--- src/rtl/lsu_pkg.sv ---
// Shared constants for the load/store unit: data width, RISC-V funct3 width
// codes and the FSM state type.
package lsu_pkg;

  localparam int XLEN = 32;

  localparam logic [2:0] F3_B  = 3'b000;
  localparam logic [2:0] F3_H  = 3'b001;
  localparam logic [2:0] F3_W  = 3'b010;
  localparam logic [2:0] F3_BU = 3'b100;
  localparam logic [2:0] F3_HU = 3'b101;

  typedef enum logic [1:0] {
    ST_IDLE   = 2'd0,
    ST_ACCESS = 2'd1,
    ST_RESP   = 2'd2
  } lsu_state_t;

endpackage

--- src/rtl/lsu_align.sv ---
// Width decode, load extraction/extension and byte-mask generation for the LSU.
// The misaligned flag is only produced when BBQ_LSU_MISALIGN_CHECK_EN is defined.
module lsu_align
  import lsu_pkg::*;
(
  input  logic [2:0]      funct3,
  input  logic [1:0]      addr,
  input  logic [XLEN-1:0] mem_rdata,
  output logic [XLEN-1:0] load_data,
  output logic [XLEN-1:0] wmask,
  output logic            misaligned,
  output logic            illegal
);

  logic [XLEN-1:0] shifted;

  always_comb begin
    shifted    = mem_rdata >> {addr, 3'b000};
    load_data  = '0;
    wmask      = '0;
    misaligned = 1'b0;
    illegal    = 1'b0;
    case (funct3)
      F3_B: begin
        load_data = {{(XLEN-8){shifted[7]}}, shifted[7:0]};
        wmask     = {{(XLEN-8){1'b0}}, 8'hFF};
      end
      F3_BU: begin
        load_data = {{(XLEN-8){1'b0}}, shifted[7:0]};
        wmask     = {{(XLEN-8){1'b0}}, 8'hFF};
      end
      F3_H: begin
        load_data = {{(XLEN-16){shifted[15]}}, shifted[15:0]};
        wmask     = {{(XLEN-16){1'b0}}, 16'hFFFF};
`ifdef BBQ_LSU_MISALIGN_CHECK_EN
        misaligned = addr[0];
`endif
      end
      F3_HU: begin
        load_data = {{(XLEN-16){1'b0}}, shifted[15:0]};
        wmask     = {{(XLEN-16){1'b0}}, 16'hFFFF};
`ifdef BBQ_LSU_MISALIGN_CHECK_EN
        misaligned = addr[0];
`endif
      end
      F3_W: begin
        load_data = shifted;
        wmask     = '1;
`ifdef BBQ_LSU_MISALIGN_CHECK_EN
        misaligned = |addr;
`endif
      end
      default: illegal = 1'b1;
    endcase
  end

endmodule

--- src/rtl/lsu.sv ---
// Single-outstanding load/store unit in front of dmem: IDLE -> ACCESS -> RESP.
// Alignment checking is enabled by defining BBQ_LSU_MISALIGN_CHECK_EN.
module lsu
  import lsu_pkg::*;
(
  input  logic            clk,
  input  logic            rst,
  input  logic            req_valid,
  output logic            req_ready,
  input  logic            req_we,
  input  logic [2:0]      req_funct3,
  input  logic [XLEN-1:0] req_addr,
  input  logic [XLEN-1:0] req_wdata,
  output logic            resp_valid,
  input  logic            resp_ready,
  output logic [XLEN-1:0] resp_rdata,
  output logic            resp_err,
  output logic [XLEN-1:0] mem_addr,
  output logic [XLEN-1:0] mem_wdata,
  output logic [XLEN-1:0] mem_wmask,
  output logic            mem_we,
  input  logic [XLEN-1:0] mem_rdata
);

  lsu_state_t      state, state_nx;
  logic            lat_we;
  logic [2:0]      lat_f3;
  logic [XLEN-1:0] lat_addr, lat_wdata;
  logic [XLEN-1:0] rdata_q;
  logic            err_q;

  logic            in_idle, accept, check_fail;
  logic [2:0]      al_f3;
  logic [1:0]      al_addr;
  logic [XLEN-1:0] al_load, al_wmask;
  logic            al_mis, al_ill;

  // One decoder serves both the accept-time check (live request) and the
  // ACCESS-cycle extraction (latched request).
  assign in_idle = (state == ST_IDLE);
  assign al_f3   = in_idle ? req_funct3    : lat_f3;
  assign al_addr = in_idle ? req_addr[1:0] : lat_addr[1:0];
  assign accept  = in_idle & req_valid;
  // Stores have no unsigned width codes.
  assign check_fail = al_ill | al_mis | (req_we & req_funct3[2]);

  lsu_align u_align (
    .funct3    (al_f3),
    .addr      (al_addr),
    .mem_rdata (mem_rdata),
    .load_data (al_load),
    .wmask     (al_wmask),
    .misaligned(al_mis),
    .illegal   (al_ill)
  );

  always_ff @(posedge clk or posedge rst) begin
    if (rst) state <= ST_IDLE;
    else     state <= state_nx;
  end

  always_comb begin
    state_nx = state;
    case (state)
      ST_IDLE:   if (req_valid) state_nx = check_fail ? ST_RESP : ST_ACCESS;
      ST_ACCESS: state_nx = ST_RESP;
      ST_RESP:   if (resp_ready) state_nx = ST_IDLE;
      default:   state_nx = ST_IDLE;
    endcase
  end

  always_ff @(posedge clk or posedge rst) begin
    if (rst) begin
      lat_we    <= 1'b0;
      lat_f3    <= '0;
      lat_addr  <= '0;
      lat_wdata <= '0;
      rdata_q   <= '0;
      err_q     <= 1'b0;
    end else begin
      if (accept) begin
        lat_we    <= req_we;
        lat_f3    <= req_funct3;
        lat_addr  <= req_addr;
        lat_wdata <= req_wdata;
        rdata_q   <= '0;
        err_q     <= check_fail;
      end
      if (state == ST_ACCESS && !lat_we) rdata_q <= al_load;
    end
  end

  always_comb begin
    req_ready  = in_idle & ~rst;
    resp_valid = (state == ST_RESP);
    resp_rdata = rdata_q;
    resp_err   = err_q;
    mem_addr   = '0;
    mem_wdata  = '0;
    mem_wmask  = '0;
    mem_we     = 1'b0;
    if (state == ST_ACCESS) begin
      mem_addr  = lat_addr;
      mem_wdata = lat_wdata;
      mem_wmask = al_wmask;
      mem_we    = lat_we;
    end
  end

endmodule

--- config.mk ---
export PLATFORM = sky130hd
export DESIGN_NAME = lsu
export DESIGN_NICKNAME = d
export VERILOG_FILES = /design/src/rtl/lsu_pkg.sv /design/src/rtl/lsu_align.sv /design/src/rtl/lsu.sv
export SDC_FILE = /design/constraint.sdc
export NUM_CORES = 1
export LEC_CHECK = 0
export BUFFER_PORTS_ARGS = -buffer_cell sky130_fd_sc_hd__buf_2
export CAP_MARGIN = 10
export CELL_PAD_IN_SITES_DETAIL_PLACEMENT = 0
export CELL_PAD_IN_SITES_GLOBAL_PLACEMENT = 1
export CORE_MARGIN = 8
export CORE_UTILIZATION = 38
export CTS_BUF_LIST = sky130_fd_sc_hd__clkbuf_4
export DETAILED_ROUTE_END_ITERATION = 10
export PLACE_DENSITY_LB_ADDON = 0.1
export RECOVER_POWER = 25
export SKIP_CTS_REPAIR_TIMING = 1
export SYNTH_ARGS = -nofsm -noshare
export SYNTH_HDL_FRONTEND = slang
export SYNTH_HIERARCHICAL = 1
export SYNTH_SLANG_ARGS = --single-unit
--- constraint.sdc ---
create_clock -name clk -period 4.1 [get_ports clk]
set_clock_uncertainty 0.2 [all_clocks]
set_input_delay 0.205 -clock clk [delete_from_list [all_inputs] [get_ports clk]]
set_output_delay 0.205 -clock clk [all_outputs]
set_load 0.03 [all_outputs]
==> impl_metrics.csv, run 1 <==
group,metric,value,unit
drt,drt_iter0_markers,193,
sta,fmax,0.285,GHz
hold_path,min_from,"mem_rdata[20]",
critical_path,r2r-start,"state[1]",
logic_synthesis,synthCells,486,
clock_network,numClockSinks,103,
logic_synthesis,yosysUniqueCellTypes,35,
clock_network,cts_htree_levels,3,
floorplanning,initial_core_util,38.7,%
finish,syn_to_final_growth,33.9,%
sta,setup_viol,0,
floorplanning,die_w,137,µm
power_and_ir_drop,cellPowerDensity,524,mW/mm²
global_route,grt_util_all_layers,16.5,%
hold_path,holdPathEnd,"resp_rdata[12]",
critical_path,rr_worst_depth,8,
critical_path,critical_path_class,"reg2out",
global_route,grt_max_degree,75,
logic_synthesis,synthFlopType,"dfrtp_1",
drt,wire_per_inst,17.6,µm
drt,wirelength,16400,µm
logic_synthesis,ys_seq_elements,103,
floorplanning,core.rowCount,44,
sta,post-route-period-util,85.7,%
logic_synthesis,synthTopCellsByArea,"dfrtp_1, mux2_1, and2_1, a22o_1, buf_4",
sta,max_slew.worst_pin.slew,2.82,ns
logic_synthesis,yosysTopAreaCell,"dfrtp_1",
logic_synthesis,synth_seq_area_share,46.0,%
critical_path,crit_path_end_kind,"primary output",
clock_network,clk_latency,0.46,ns
power_and_ir_drop,power.total,3930,µW
drt,vias,4616,
placed_design,place_congestion,0.815,
critical_path,start_kind,"register",
global_route,grt_pass1_wl,24300,µm
finish,nets,852,
power_and_ir_drop,peakVddDrop,284,µV
sta,rsz0062_at_grt,"false",
logic_synthesis,async_flop_share,100,%
drt,routed_via_density,4.93,
finish,fillCellCount,1342,
sta,relSlewSlack,-88.5,%
global_route,antenna_found_initial,1,
clock_network,numCtsBuffers,9,
clock_network,cts.root.buffer_cell,"clkbuf_4",
logic_synthesis,ys_top_cells_by_count,"dfrtp_1, and2_1, mux2_1",
floorplanning,design.portCount,236,
drt,remaining_drc_errors,0,
critical_path,cp_max_fo,10,
drt,drt_first_pass_iters,4,
placed_design,io_buffers,235,
power_and_ir_drop,p_leak,0.00378,µW
logic_synthesis,synth_warnings,6,
job,cap_violations,1,
hold_path,hold_path_class,"in2reg",
logic_synthesis,synth_area,0.00561,mm²
floorplanning,fp.dieArea,0.0189,mm²
run_status,violations,"max-capacitance violations, max-slew violations",
critical_path,worstReg2RegEnd,"state[1]",
logic_synthesis,synth_top_cell_area_share,46.0,%
logic_synthesis,synth-edff-count,0,
clock_network,ctsLongestPathBuffers,2,
floorplanning,core,0.0145,mm²
hold_path,hold_depth,4,
sta,fin_tns_setup,0,ns
finish,layout-drive-gt1-share,34.7,%
logic_synthesis,syn_area_per_cell,11.5,µm²
finish,diodes,0,
sta,finalHoldViolCount,0,
clock_network,cts_tree,"yes",
drt,antenna_left,0,
placed_design,hpwlAfterDp,11700,µm
critical_path,worstPathArrival,3.11,ns
global_route,grt_pass1_vias,4532,
run_status,status,"finished with violations",
sta,finalCriticalPeriod,3.51,ns
critical_path,required,3.69,ns
clock_network,clk_pin_slew,0.16,ns
floorplanning,die_h,137,µm
logic_synthesis,yosysMostFrequentCell,"dfrtp_1",
logic_synthesis,syn_nets,590,
critical_path,r2r_slack,0.85,ns
global_route,gr-total-overflow,0,
sta,drv_slew,75,
-- cells by family (layout without fill, tap and decap cells) --
| kind of cell | count (synthesis) | in the layout | synth area share (%) |
|---|---|---|---|
| other cells | 1 | 1 | 0.0669 |
| mux | 92 | 92 | 18.5 |
| flops | 103 | 103 | 46.0 |
| compound gates | 82 | 82 | 11.5 |
| simple gates | 138 | 138 | 16.0 |
| buf+inv | 70 | 336 | 7.99 |
-- through the flow --
step | hold slack (ns) | cell area (µm²) | setup slack, ns | cells | utilization (%)
after floorplan | 0.135 | 5610 | 0.991 | 486 | -
after global placement | 0.216 | 6640 | 1.23 | 845 | 45.9
after detailed placement | 0.220 | 6640 | 1.07 | 845 | 45.9
after CTS | -0.331 | 6760 | 0.484 | 860 | 46.7
after global routing | 0.00863 | 7500 | 0.261 | 936 | 51.8
final | 0.0234 | 7500 | 0.587 | 936 | 51.8
-- flip-flops by register name, summed over array words and instances (netlist names) --
signal      cells
resp_rdata     32
lat_f3          3
resp_err        1
state           2
lat_addr       32
lat_wdata      32
lat_we          1
-- report_power, final --
part,internal [µW],leakage (µW),switching (µW)
sequential,1400,0.00128,196
combinational,793,0.00244,1050
clock,133,0.0000691,360
-- how the worst max path moves through the flow --
| stage | start | endpoint | slack, ns | depth (start not counted) |
|---|---|---|---|---|
| final | state[1] | mem_wmask[1] | 0.59 | 7 |
| after detailed placement | state[1] | mem_wmask[1] | 1.07 | 7 |
| after floorplan | rst | lat_addr[0] | 0.99 | 1 |
| after CTS | state[1] | mem_wmask[1] | 0.48 | 7 |
| after global routing | state[1] | mem_wmask[3] | 0.26 | 7 |
| after global placement | state[1] | mem_wmask[6] | 1.23 | 7 |
-- layout by cell type (no fill, tap or decap), drive strengths merged --
cell type / Yosys / routed
buf: 54 / 230
dfrtp: 103 / 103
and2: 98 / 98
mux2: 82 / 82
dlygate4sd3: 0 / 76
a22o: 32 / 32
clkbuf: 13 / 21
o211ai: 16 / 16
a211oi: 14 / 14
nor2b: 12 / 12
nand2: 11 / 11
nand3b: 10 / 10
mux2i: 9 / 9
o21ai: 8 / 8
inv: 3 / 7
a2bb2oi: 6 / 6
nor2: 3 / 3
o21a: 2 / 2
a21oi: 2 / 2
clkinv: 0 / 2
nor3b: 1 / 1
nor3: 1 / 1
a211o: 1 / 1
or3b: 1 / 1
nor4b: 1 / 1
mux4: 1 / 1
o22a: 1 / 1
conb: 1 / 1
-- layout make-up --
class                   count  area, µm²  area share (%)
clock inverters             6       51.3           0.684
repair buffers            318       1970            26.3
inverters                   3       11.3           0.150
clock buffers               9       67.6           0.900
well taps                 184        230            3.07
multi-input cells         313       2590            34.5
flip-flops and latches    103       2580            34.4
-- critical path, cell delays in order (launching register included) --
cell and delay, ns:
dfrtp_1 0.53, nor2_4 0.32, mux2_1 0.29, nor2_1 0.13, nor2b_1 0.71, inv_1 0.27, and2_1 0.21, buf_2 0.17
-- routing by layer --
layer | vias up | track usage [%] | part of all wire [%]
met4 | 2 | 4.10 | 1.1
met1 | 2243 | 18.7 | 39
met5 | - | 0 | 0.079
met3 | 13 | 7.95 | 9.9
li1 | 2185 | - | -
met2 | 173 | 27.4 | 49
(Power assumes the default switching activity.)
==> run 2, diff against run 1 <==
--- a/config.mk
+++ b/config.mk
@@ -5,14 +5,14 @@
 export SDC_FILE = /design/constraint.sdc
 export NUM_CORES = 1
 export LEC_CHECK = 0
-export BUFFER_PORTS_ARGS = -buffer_cell sky130_fd_sc_hd__buf_2
 export CAP_MARGIN = 10
 export CELL_PAD_IN_SITES_DETAIL_PLACEMENT = 0
 export CELL_PAD_IN_SITES_GLOBAL_PLACEMENT = 1
-export CORE_MARGIN = 8
-export CORE_UTILIZATION = 38
+export CORE_MARGIN = 2
+export CORE_UTILIZATION = 40
 export CTS_BUF_LIST = sky130_fd_sc_hd__clkbuf_4
 export DETAILED_ROUTE_END_ITERATION = 10
+export DONT_BUFFER_PORTS = 1
 export PLACE_DENSITY_LB_ADDON = 0.1
 export RECOVER_POWER = 25
 export SKIP_CTS_REPAIR_TIMING = 1
==> constraint.sdc (replaced) <==
create_clock -name clk -period 3.7 [get_ports clk]
set_clock_uncertainty 0.2 [all_clocks]
set_input_delay 0.185 -clock clk [delete_from_list [all_inputs] [get_ports clk]]
set_output_delay 0.185 -clock clk [all_outputs]
set_load 0.03 [all_outputs]
==> run 2 against run 1 <==
  * The flow finishes with violations (negative hold slack, max-capacitance violations, max-slew violations)
  * Global-route usage is 0.82 points higher
  * Register-to-register slack got worse by 0.37 ns
  * Utilization fell by 4.6 points
  * Cell area shrank 13%
  * Non-clock buffer count decreased by 221
  * Combinational power is 3% lower
  * Critical path type unchanged
  * Critical endpoint is now mem_wmask[10]
==> impl_metrics.csv, run 2 (synthesis results as in run 1) <==
group,metric,value,unit
clock_network,numClockSinks,103,
floorplanning,initial_core_util,40.7,%
power_and_ir_drop,combPwrFrac,42.0,%
power_and_ir_drop,p_int,2530,µW
global_route,grtUsageMet2,26.0,%
global_route,use_met1,21.3,%
drt,antenna_left,0,
drt,wire_per_inst,19.7,µm
clock_network,clk_latency,0.47,ns
power_and_ir_drop,p_leak,0.00276,µW
critical_path,crit_path_end_kind,"primary output",
floorplanning,fp.dieArea,0.0150,mm²
power_and_ir_drop,p_switching,1760,µW
drt,drt_iter0_markers,151,
global_route,grt_util_met3,7.30,%
placed_design,place_ws,0.797,ns
sta,drv_slew,54,
critical_path,crit_slowest_cell,"dfrtp_1",
finish,syn_to_final_growth,15.9,%
floorplanning,core,0.0138,mm²
critical_path,critical_path.max_stage_delay,0.53,ns
sta,layout_setup_ws,0.321,ns
power_and_ir_drop,seqPwrFrac,43.5,%
sta,fin_tns_setup,0,ns
critical_path,critical_path_class,"reg2out",
finish,diodes,0,
clock_network,cts_tree,"yes",
clock_network,cts_htree_levels,3,
power_and_ir_drop,cellPowerDensity,661,mW/mm²
job,cap_violations,1,
finish,final_cell_mix,"dfrtp_1, and2_1, dlygate4sd3_1, mux2_1, a22o_1",
sta,post-route-period-util,91.3,%
finish,mostFrequentLayoutCell,"dfrtp_1",
clock_network,clk_pin_slew,0.17,ns
global_route,gr-total-overflow,0,
sta,rsz0062_at_grt,"false",
clock_network,cts.root.buffer_cell,"clkbuf_4",
sta,fmax,0.296,GHz
critical_path,cp_max_fo,9,
floorplanning,core.rowCount,43,
drt,routed_via_density,5.41,
drt,wirelength,14000,µm
sta,relSlewSlack,-59.2,%
global_route,grt_pass1_wl,19500,µm
run_status,violations,"negative hold slack, max-capacitance violations, max-slew violations",
sta,max_slew.worst_pin.slew,2.38,ns
clock_network,numCtsBuffers,9,
drt,vias,3852,
placed_design,io_buffers,0,
placed_design,hpwlAfterDp,9270,µm
sta,whs,-0.0303,ns
finish,post-route-util,47.2,%
critical_path,path_cells,"nor2_4, mux2_1, nor2_1, mux2i_1, inv_1, and2_1",
run_status,status,"finished with violations",
sta,setup_viol,0,
critical_path,worstPathArrival,2.99,ns
critical_path,start_kind,"register",
finish,nets,631,
drt,remaining_drc_errors,0,
power_and_ir_drop,switching_share,41.0,%
global_route,grt_util_all_layers,17.3,%
global_route,grt_max_degree,98,
finish,layout-drive-gt1-share,7.33,%
power_and_ir_drop,power.share.clock,14.5,%
clock_network,ctsLongestPathBuffers,2,
global_route,grt.busiest_layer,"met2",
power_and_ir_drop,peakVddDrop,261,µV
global_route,grt_pass1_vias,3429,
critical_path,cp_top_family,"simple AND/OR/NAND/NOR gates",
critical_path,cp_num_buf_inv,1,
sta,finalCriticalPeriod,3.38,ns
placed_design,place_congestion,0.778,
power_and_ir_drop,power.total,4290,µW
floorplanning,die_w,122,µm
floorplanning,design.portCount,236,
sta,finalHoldViolCount,2,
global_route,antenna_found_initial,0,
drt,drt_first_pass_iters,4,
floorplanning,die_h,122,µm
critical_path,required,3.31,ns
hold_path,hold_path_class,"in2reg",
## run 2: worst paths after layout
path,start,end,slack [ns],depth (start not counted)
hold / removal,mem_rdata[18],resp_rdata[2],-0.03,3
hold reg to reg,lat_addr[24],lat_addr[24],0.30,1
min in group asynchronous,rst,state[1],0.61,2
setup reg to reg,state[1],state[1],0.48,8
setup / recovery,state[1],mem_wmask[10],0.32,6
max in group asynchronous,rst,lat_wdata[19],0.74,3
## run 2: area by class of cell
class	instances	area, µm²
Clock inverter	6	68.8
Inverter	3	12.5
Timing Repair Buffer	97	947
Fill cell	1265	7280
Clock buffer	10	75.1
Multi-Input combinational cell	313	2590
Tap cell	180	225
Sequential cell	103	2580
## run 2: stage by stage
step | cells | area (µm²)
floorplan | 486 | 5610
global placement | 606 | 5460
detailed placement | 606 | 5460
CTS | 622 | 5600
global route | 712 | 6500
finish | 712 | 6500
## run 2: worst reg2reg max path, cell delays in order, from the launching register on
cell and delay [ns]:
dfrtp_1 0.53, nor2_4 0.31, mux2_1 0.28, nor2_1 0.13
nor2b_1 0.70, a211o_1 0.23, nand2_1 0.06, dlygate4sd3_1 0.56
a21oi_1 0.15
## run 2: layer usage
metal	share of wire, %	vias to the layer above
met5	0	-
li1	-	1756
met2	46	170
met4	2.8	0
met3	7.8	28
met1	43	1898
## run 2: power groups by stage
stage | clock network [µW] | registers [µW] | logic [µW]
final | 621 | 1870 | 1800
after global routing | 695 | 1920 | 1980
after CTS | 648 | 1870 | 1730
after detailed placement | 0 | 1880 | 1730
after global placement | 0 | 1870 | 1690
after floorplan | 0 | 1800 | 1770
